File: src/rtl/sw_debouncer_if.sv
// Switch/button conditioning bus: raw pad levels in, clean levels and edge pulses out.
interface sw_debouncer_if #(
  parameter int N = 2
);
  logic [N-1:0] sw_raw;
  logic [N-1:0] sw_clean;
  logic [N-1:0] rise;
  logic [N-1:0] fall;

  // The debouncer is the slave; the pin/consumer side is the master.
  modport master (
    output sw_raw,
    input  sw_clean,
    input  rise,
    input  fall
  );

  modport slave (
    input  sw_raw,
    output sw_clean,
    output rise,
    output fall
  );
endinterface

File: src/rtl/sw_debouncer.sv
// Per-bit synchronizer plus stability filter for slide switches and push buttons.
// The clean level only moves after STABLE_CYCLES consecutive disagreeing samples.
module sw_debouncer #(
  parameter int N             = 2,
  parameter int SYNC_STAGES   = 2,
  parameter int STABLE_CYCLES = 1000000
) (
  input  logic        clk,
  input  logic        reset,
  sw_debouncer_if.slave bus
);

  localparam int CW = ($clog2(STABLE_CYCLES + 1) < 1) ? 1 : $clog2(STABLE_CYCLES + 1);
  localparam logic [CW-1:0] CNT_LAST = CW'(STABLE_CYCLES - 1);

  genvar gi;
  generate
    for (gi = 0; gi < N; gi++) begin : g_bit
      logic [SYNC_STAGES-1:0] sync_reg;
      logic                   sync_q;
      logic [CW-1:0]          cnt_reg;
      logic [CW-1:0]          cnt_next;
      logic                   clean_reg;
      logic                   clean_next;
      logic                   rise_reg;
      logic                   rise_next;
      logic                   fall_reg;
      logic                   fall_next;

      assign sync_q = sync_reg[SYNC_STAGES-1];

      // Plain shift chain: nothing may sit between the metastability stages.
      always_ff @(posedge clk) begin
        if (reset) begin
          sync_reg <= '0;
        end else begin
          sync_reg <= {sync_reg[SYNC_STAGES-2:0], bus.sw_raw[gi]};
        end
      end

      // Any agreement with the clean level restarts the stability window.
      always_comb begin
        cnt_next   = cnt_reg;
        clean_next = clean_reg;
        rise_next  = 1'b0;
        fall_next  = 1'b0;
        if (sync_q == clean_reg) begin
          cnt_next = '0;
        end else if (cnt_reg == CNT_LAST) begin
          cnt_next   = '0;
          clean_next = sync_q;
          rise_next  = sync_q;
          fall_next  = ~sync_q;
        end else begin
          cnt_next = cnt_reg + CW'(1);
        end
      end

      always_ff @(posedge clk) begin
        if (reset) begin
          cnt_reg   <= '0;
          clean_reg <= 1'b0;
          rise_reg  <= 1'b0;
          fall_reg  <= 1'b0;
        end else begin
          cnt_reg   <= cnt_next;
          clean_reg <= clean_next;
          rise_reg  <= rise_next;
          fall_reg  <= fall_next;
        end
      end

      assign bus.sw_clean[gi] = clean_reg;
      assign bus.rise[gi]     = rise_reg;
      assign bus.fall[gi]     = fall_reg;
    end
  endgenerate

endmodule

File: src/flat_wrapper.sv
// flat-port wrapper written by rule: the top's interface ports become plain ports
module sw_debouncer_flat 
#(
  parameter int N             = 2,
  parameter int SYNC_STAGES   = 2,
  parameter int STABLE_CYCLES = 1000000
)
  (clk, reset, bus_sw_raw, bus_sw_clean, bus_rise, bus_fall);
  sw_debouncer_if #(.N(N)) bus_i ();
  input  logic clk;
  input  logic reset;
  input wire logic [$bits(bus_i.sw_raw)-1:0] bus_sw_raw;
  output wire logic [$bits(bus_i.sw_clean)-1:0] bus_sw_clean;
  output wire logic [$bits(bus_i.rise)-1:0] bus_rise;
  output wire logic [$bits(bus_i.fall)-1:0] bus_fall;
  assign bus_i.sw_raw = bus_sw_raw;
  assign bus_sw_clean = bus_i.sw_clean;
  assign bus_rise = bus_i.rise;
  assign bus_fall = bus_i.fall;
  sw_debouncer #(.N(N), .SYNC_STAGES(SYNC_STAGES), .STABLE_CYCLES(STABLE_CYCLES)) u_core (.clk(clk), .reset(reset), .bus(bus_i));
endmodule
File: config.mk
export PLATFORM = sky130hd
export DESIGN_NAME = sw_debouncer_flat
export DESIGN_NICKNAME = d
export VERILOG_FILES = /design/src/rtl/sw_debouncer_if.sv /design/src/rtl/sw_debouncer.sv /design/src/flat_wrapper.sv
export SDC_FILE = /design/constraint.sdc
export NUM_CORES = 1
export LEC_CHECK = 0
export ABC_AREA = 1
export CAP_MARGIN = 20
export CORE_ASPECT_RATIO = 1.25
export CORE_MARGIN = 3
export CORE_UTILIZATION = 34
export DETAILED_ROUTE_END_ITERATION = 8
export PLACE_DENSITY = 0.61
export SYNTH_ARGS = -nofsm -noshare
export SYNTH_HDL_FRONTEND = slang
export SYNTH_SLANG_ARGS = --single-unit
File: constraint.sdc
create_clock -name clk -period 2.6 [get_ports clk]
set_input_delay 0.52 -clock clk [delete_from_list [all_inputs] [get_ports clk]]
set_output_delay 0.52 -clock clk [all_outputs]
set_load 0.005 [all_outputs]
Word level (Yosys, flattened, before mapping)
Index checks and enable logic that the tools add are counted.
{"block": "word_totals", "register_bits": 50, "latch_bits": 0, "ramBits": 0, "mem_bits_ro": 0, "output_inout_bits": 6, "mem_count": 0}
{"block": "op_classes", "n_addsub": 2, "mul": 0, "n_div": 0, "magnitude_cmp": 0, "eq_ne": 4, "n_shift": 0, "muxes": 0, "bitwise_logic": 6, "n_reduce_logical": 6}
{"operator": "adder 20 x 1 -> 20 bit, second input constant", "n": 2}
{"operator": "equality test 20 bit, second input constant", "n": 2}
{"operator": "OR reduction 3 bit", "n": 4}
{"operator": "inverter 1 bit", "n": 6}
{"operator": "AND reduction 2 bit", "n": 2}
{"operator": "equality test 1 bit", "n": 2}

Logic depth before layout (Yosys ltp)
{"block": "logic_depth", "depth_word": 3, "mapped_depth": 8, "mapped_depth_nobuf": 8}

Worst setup path after synthesis
OpenSTA, ideal clock, no wires.
{"block": "synth_timing", "path_kind": "register to register", "start": "reg u_core.g_bit[1].cnt_reg[0]", "end": "reg u_core.g_bit[1].cnt_reg[18]", "setup_ns": 0.113, "arrival_ns": 1.173, "required_time_ns": 2.487, "slack_ns": 1.314, "path_stages_with_launch": 9, "path_buffers": 0, "cell_sequence": "dfxtp_1 > ha_1 > nand3_2 > nor2_2 > nand3_1 > nor2_1 > nand2_1 > nand2_1 > nor2_1"}
{"block": "synth_between", "elab_chain_len": 2, "word_cells_on_any_way": 3, "classes_between": "add/sub (1); eq/ne (1); reduce/logical (1)"}
{"item": "start: declaration", "line": "sw_debouncer.sv:21", "text": "logic [CW-1:0] cnt_reg;"}
{"item": "start signal: assignment", "line": "sw_debouncer.sv:66", "text": "cnt_reg <= cnt_next;"}
{"item": "parallel branches: the longest is 2 deep, another holds adder 20 x 1 -> 20 bit"}
Several ways; the timed one is not identified.
A chain may end at the register's enable or synchronous reset.

Worst setup path after layout
{"block": "layout_timing", "start": "reg u_core.g_bit[0].cnt_reg[0]", "end": "reg u_core.g_bit[0].cnt_reg[7]"}
{"block": "layout_between", "elab_chain_len": 2, "word_cells_on_any_way": 3, "classes_between": "add/sub (1); eq/ne (1); reduce/logical (1)"}
{"item": "start: declaration", "line": "sw_debouncer.sv:21"}
{"item": "start signal: assignment", "line": "sw_debouncer.sv:66"}
{"item": "parallel branches: the longest is 2 deep, another holds adder 20 x 1 -> 20 bit"}
Several ways; the timed one is not identified.

==> metrics.md <==
| Metric | Value |
|---|---|
| Leakage | `~0.86 nW` |
| Layout cell share with drive strength beyond 1 | `4.696%` |
| FFs w/ async S/R, synth | `0%` |
| Pin count of the biggest net entering global routing | `21` |
| Crit path cell chain | `ha_1 > nand3_1 > inv_1 > nand3_1 > nand2_1 > nor2_1` |
| Die ar. | `8199 um^2` |
| Yosys reg bits | `50` |
| Final Cell Area | `2650 um^2` |
| Clock Tree Root | `clkbuf_8` |
| Met2 Wirelength | `between 2000 and 2500 um` |
| Starting Density | `~36%` |
| CTS Buffer Depth | `2` |
| Clk pwr share | `35.9%` |
| Cells after Synth | `~350` |
| Drc violations | `0` |
| Drt pass-1 iters | `4` |
| Req. time, crit path | `between 2000 and 3000 ps` |
| H-tree Lvls | `2` |
| Via count of the first global-routing pass | `1993` |
| F_max | `between 0.5 and 0.6 GHz` |
| Worst-path maximum fanout | `20` |
| Clock-pin slew on the worst setup and hold paths | `~90 ps` |
| Total CTS buffers | `5` |
| Synth top area cells | `dfxtp_1 (41%), nor2_1 (14%), nand2_1 (13%)` |
| Clock Skew | `between 7 and 8 ps` |
| Layout Nets | `roughly 370` |
| Number of library cell types mapped by synthesis | `25` |
| PwrDens | `around 460 nW/um^2` |
| Initial antenna violation count | `0` |
| DRT met1 WL | `1986 um` |
| Final core occ | `between 30% and 40%` |
| Die H | `between 100 and 150 um` |
| Site Rows | `33` |
| Int Pwr | `roughly 0.97 mW` |
| Initial DRC count | `69` |
| EDFF count, synth | `0` |
| Worst path slowest cell | `nand2_1` |
| CTS tree | `built` |
| CP top delay family | `simple AND/OR/NAND/NOR gates` |
| Seq pwr share | `a little over three fifths` |
| Final worst path period share | `between 60% and 70%` |
| Met3 WL | `between 100 and 150 um` |
| IO Count | `10` |
| DR vias | `roughly 2k` |
| Dpl cells | `between 400 and 500` |
| Slew Limit Fails | `0` |
| Sw Ratio | `21.51%` |
| Worst path most repeated cell | `nand3_1` |
| Post_cts resized | `0` |
| Die W | `around 80 um` |
| Mapped Avg Cell Area | `approximately 7 um^2` |
| Measured slew at the worst slew-check pin | `661.0 ps` |
| Gpl congestion | `approximately 0.8` |
| Worst setup path class | `reg -> reg` |
| Share of Yosys cell area claimed by the top area cell type | `between 40 and 50%` |
| Crit path launch type | `register` |
| Max reg flops | `40` |
| Synth-to-layout area growth | `9.119%` |
| Final setup violation count | `0` |
| Overall routing resource usage | `12.24%` |
| Relative slew slack | `about 56%` |
| Post-route ant nets | `0` |
| CP Capture Type | `register` |
| Ys flop type | `dfxtp_1` |
| Combinational Power Share | `approximately 1.4%` |
| DP HPWL | `around 3300 um` |
| Final std cells w/o fill | `around 450` |
| Crit path buffers/inverters | `1` |
| First-pass GRT wire length | `slightly above 8000 um` |
| Drt total wl | `4347 um` |
| Ys Warns | `0` |
| Number of clock sinks | `50` |
| TNS Setup | `0 ps` |
| Seq/Total Area, Yosys | `about 40%` |
| Max incr delay on CP | `roughly 520 ps` |
| Maximum VDD drop | `0.2958 mV` |
| Hold Path Class | `reg -> reg` |
| Hold Slack | `between 400 and 500 ps` |
| Hold buffer count at cts | `0` |
| Core footprint | `roughly 6700 um^2` |
| Gr ovfl total | `0` |
| Syn_nets | `360` |
| Max_cap viols | `0` |
| CP arrival | `a little under 2000 ps` |
| Final min period | `between 1500 and 2000 ps` |
| PortBufs | `9` |
| Status | `finished clean` |
| Yosys top cell by area | `dfxtp_1` |
| Sw Pwr | `between 0.2 and 0.3 mW` |
| Placed cell areas | `~2600 um^2` |
| Avg WL per Cell | `9.682 um` |
| Post-CTS Setup Bufs | `0` |
| Mapped cell area | `about 2400 um^2` |
| Final Hold Viols | `0` |
| # diodes | `0` |
| Worst-Skew Late Latency | `approximately 300 ps` |
| Vias per cell | `about 4.4` |
| Unrepaired setup endpoints after global routing | `no` |
| Top Layer Used | `met4` |
[cell usage after synthesis (all sizes together), types with 2 or more instances]
| library cell | n |
|---|---|
| nand3 | 23 |
| ha | 2 |
| nand4 | 6 |
| buf | 10 |
| o21ai | 2 |
| o21bai | 2 |
| a21oi | 11 |
| xnor2 | 6 |
| nand2 | 83 |
| nor3 | 5 |
| nor2 | 93 |
| or2 | 6 |
| dfxtp | 50 |
| xor2 | 15 |
| inv | 37 |
[cell type report]
| type | count | area [um^2] |
|---|---|---|
| clock buffer | 5 | 68.82 |
| clock inverter | 3 | 21.27 |
| fill | 716 | 4080 |
| inverter | 37 | 138.9 |
| multi-input combinational | 257 | 1214 |
| sequential | 50 | 1001 |
| tap | 87 | 108.9 |
| timing repair buffer | 10 | 97.59 |
[power by group through the flow]
| stage | Sequential (mW) | Clock [mW] | Combinational (mW) |
|---|---|---|---|
| 2_1_floorplan | 0.789 | 0 | 0.0112 |
| 3_3_place_gp | 0.789 | 0 | 0.0177 |
| 3_5_place_dp | 0.789 | 0 | 0.0181 |
| 4_1_cts | 0.772 | 0.465 | 0.0181 |
| 5_1_grt | 0.772 | 0.498 | 0.0208 |
| 6_report | 0.771 | 0.441 | 0.0175 |
[stage by stage]
stage                     total power [mW]  setup slack (ps)
after floorplan                     0.8000              1314
after global placement              0.8069             560.3
after detailed placement            0.8075             501.7
after CTS                            1.255             768.8
after global routing                 1.291             575.6
final                                1.230             821.3
[cell usage in the layout (no fill, tap or decap)]
| cell | count |
|---|---|
| a21oi_1 | 11 |
| and2_1 | 1 |
| buf_4 | 1 |
| clkbuf_8 | 5 |
| clkdlybuf4s50_1 | 9 |
| clkinv_2 | 1 |
| clkinv_4 | 1 |
| clkinvlp_4 | 1 |
| dfxtp_1 | 50 |
| ha_1 | 2 |
| inv_1 | 36 |
| inv_2 | 1 |
| nand2_1 | 83 |
| nand3_1 | 21 |
| nand3_2 | 2 |
| nand3b_1 | 1 |
| nand4_1 | 6 |
| nor2_1 | 90 |
| nor2_2 | 2 |
| nor2_4 | 1 |
| nor3_1 | 4 |
| nor3_2 | 1 |
| nor3b_1 | 1 |
| o21ai_0 | 1 |
| o21ai_1 | 1 |
| o21bai_1 | 2 |
| or2_0 | 5 |
| or2_2 | 1 |
| xnor2_1 | 6 |
| xor2_1 | 15 |
[cells by family after synthesis]
group	synth area share, %
compound gates	3.297
xor+xnor	7.574
fa+ha+maj	1.030
buf+inv	8.810
flops	41.22
simple gates	38.07
[layer usage]
metal  vias up  global-route usage, %
met1       868                  14.35
met3        11                  2.862
met5         -                      0
met2        20                  21.27
li1       1098                      -
met4         0                  4.731
[worst reg2reg max path: stages (launching register included)]
cell and delay, ps:
dfxtp_1 360, ha_1 200, nand3_1 160, inv_1 160, nand3_1 130, nand2_1 520
nor2_1 110
[path summary, 6_finish.rpt]
| check | startpoint | end | slack [ps] | depth (start not counted) |
|---|---|---|---|---|
| max | u_core.g_bit[0].cnt_reg[0]$_SDFF_PP0_ | u_core.g_bit[0].cnt_reg[7]$_SDFF_PP0_ | 820 | 6 |
| min | u_core.g_bit[1].sync_reg[0]$_SDFF_PP0_ | u_core.g_bit[1].sync_reg[1]$_SDFF_PP0_ | 410 | 2 |
| max reg2reg | u_core.g_bit[0].cnt_reg[0]$_SDFF_PP0_ | u_core.g_bit[0].cnt_reg[7]$_SDFF_PP0_ | 820 | 6 |
| min reg2reg | u_core.g_bit[1].sync_reg[0]$_SDFF_PP0_ | u_core.g_bit[1].sync_reg[1]$_SDFF_PP0_ | 410 | 2 |
(Power assumes the default switching activity.)
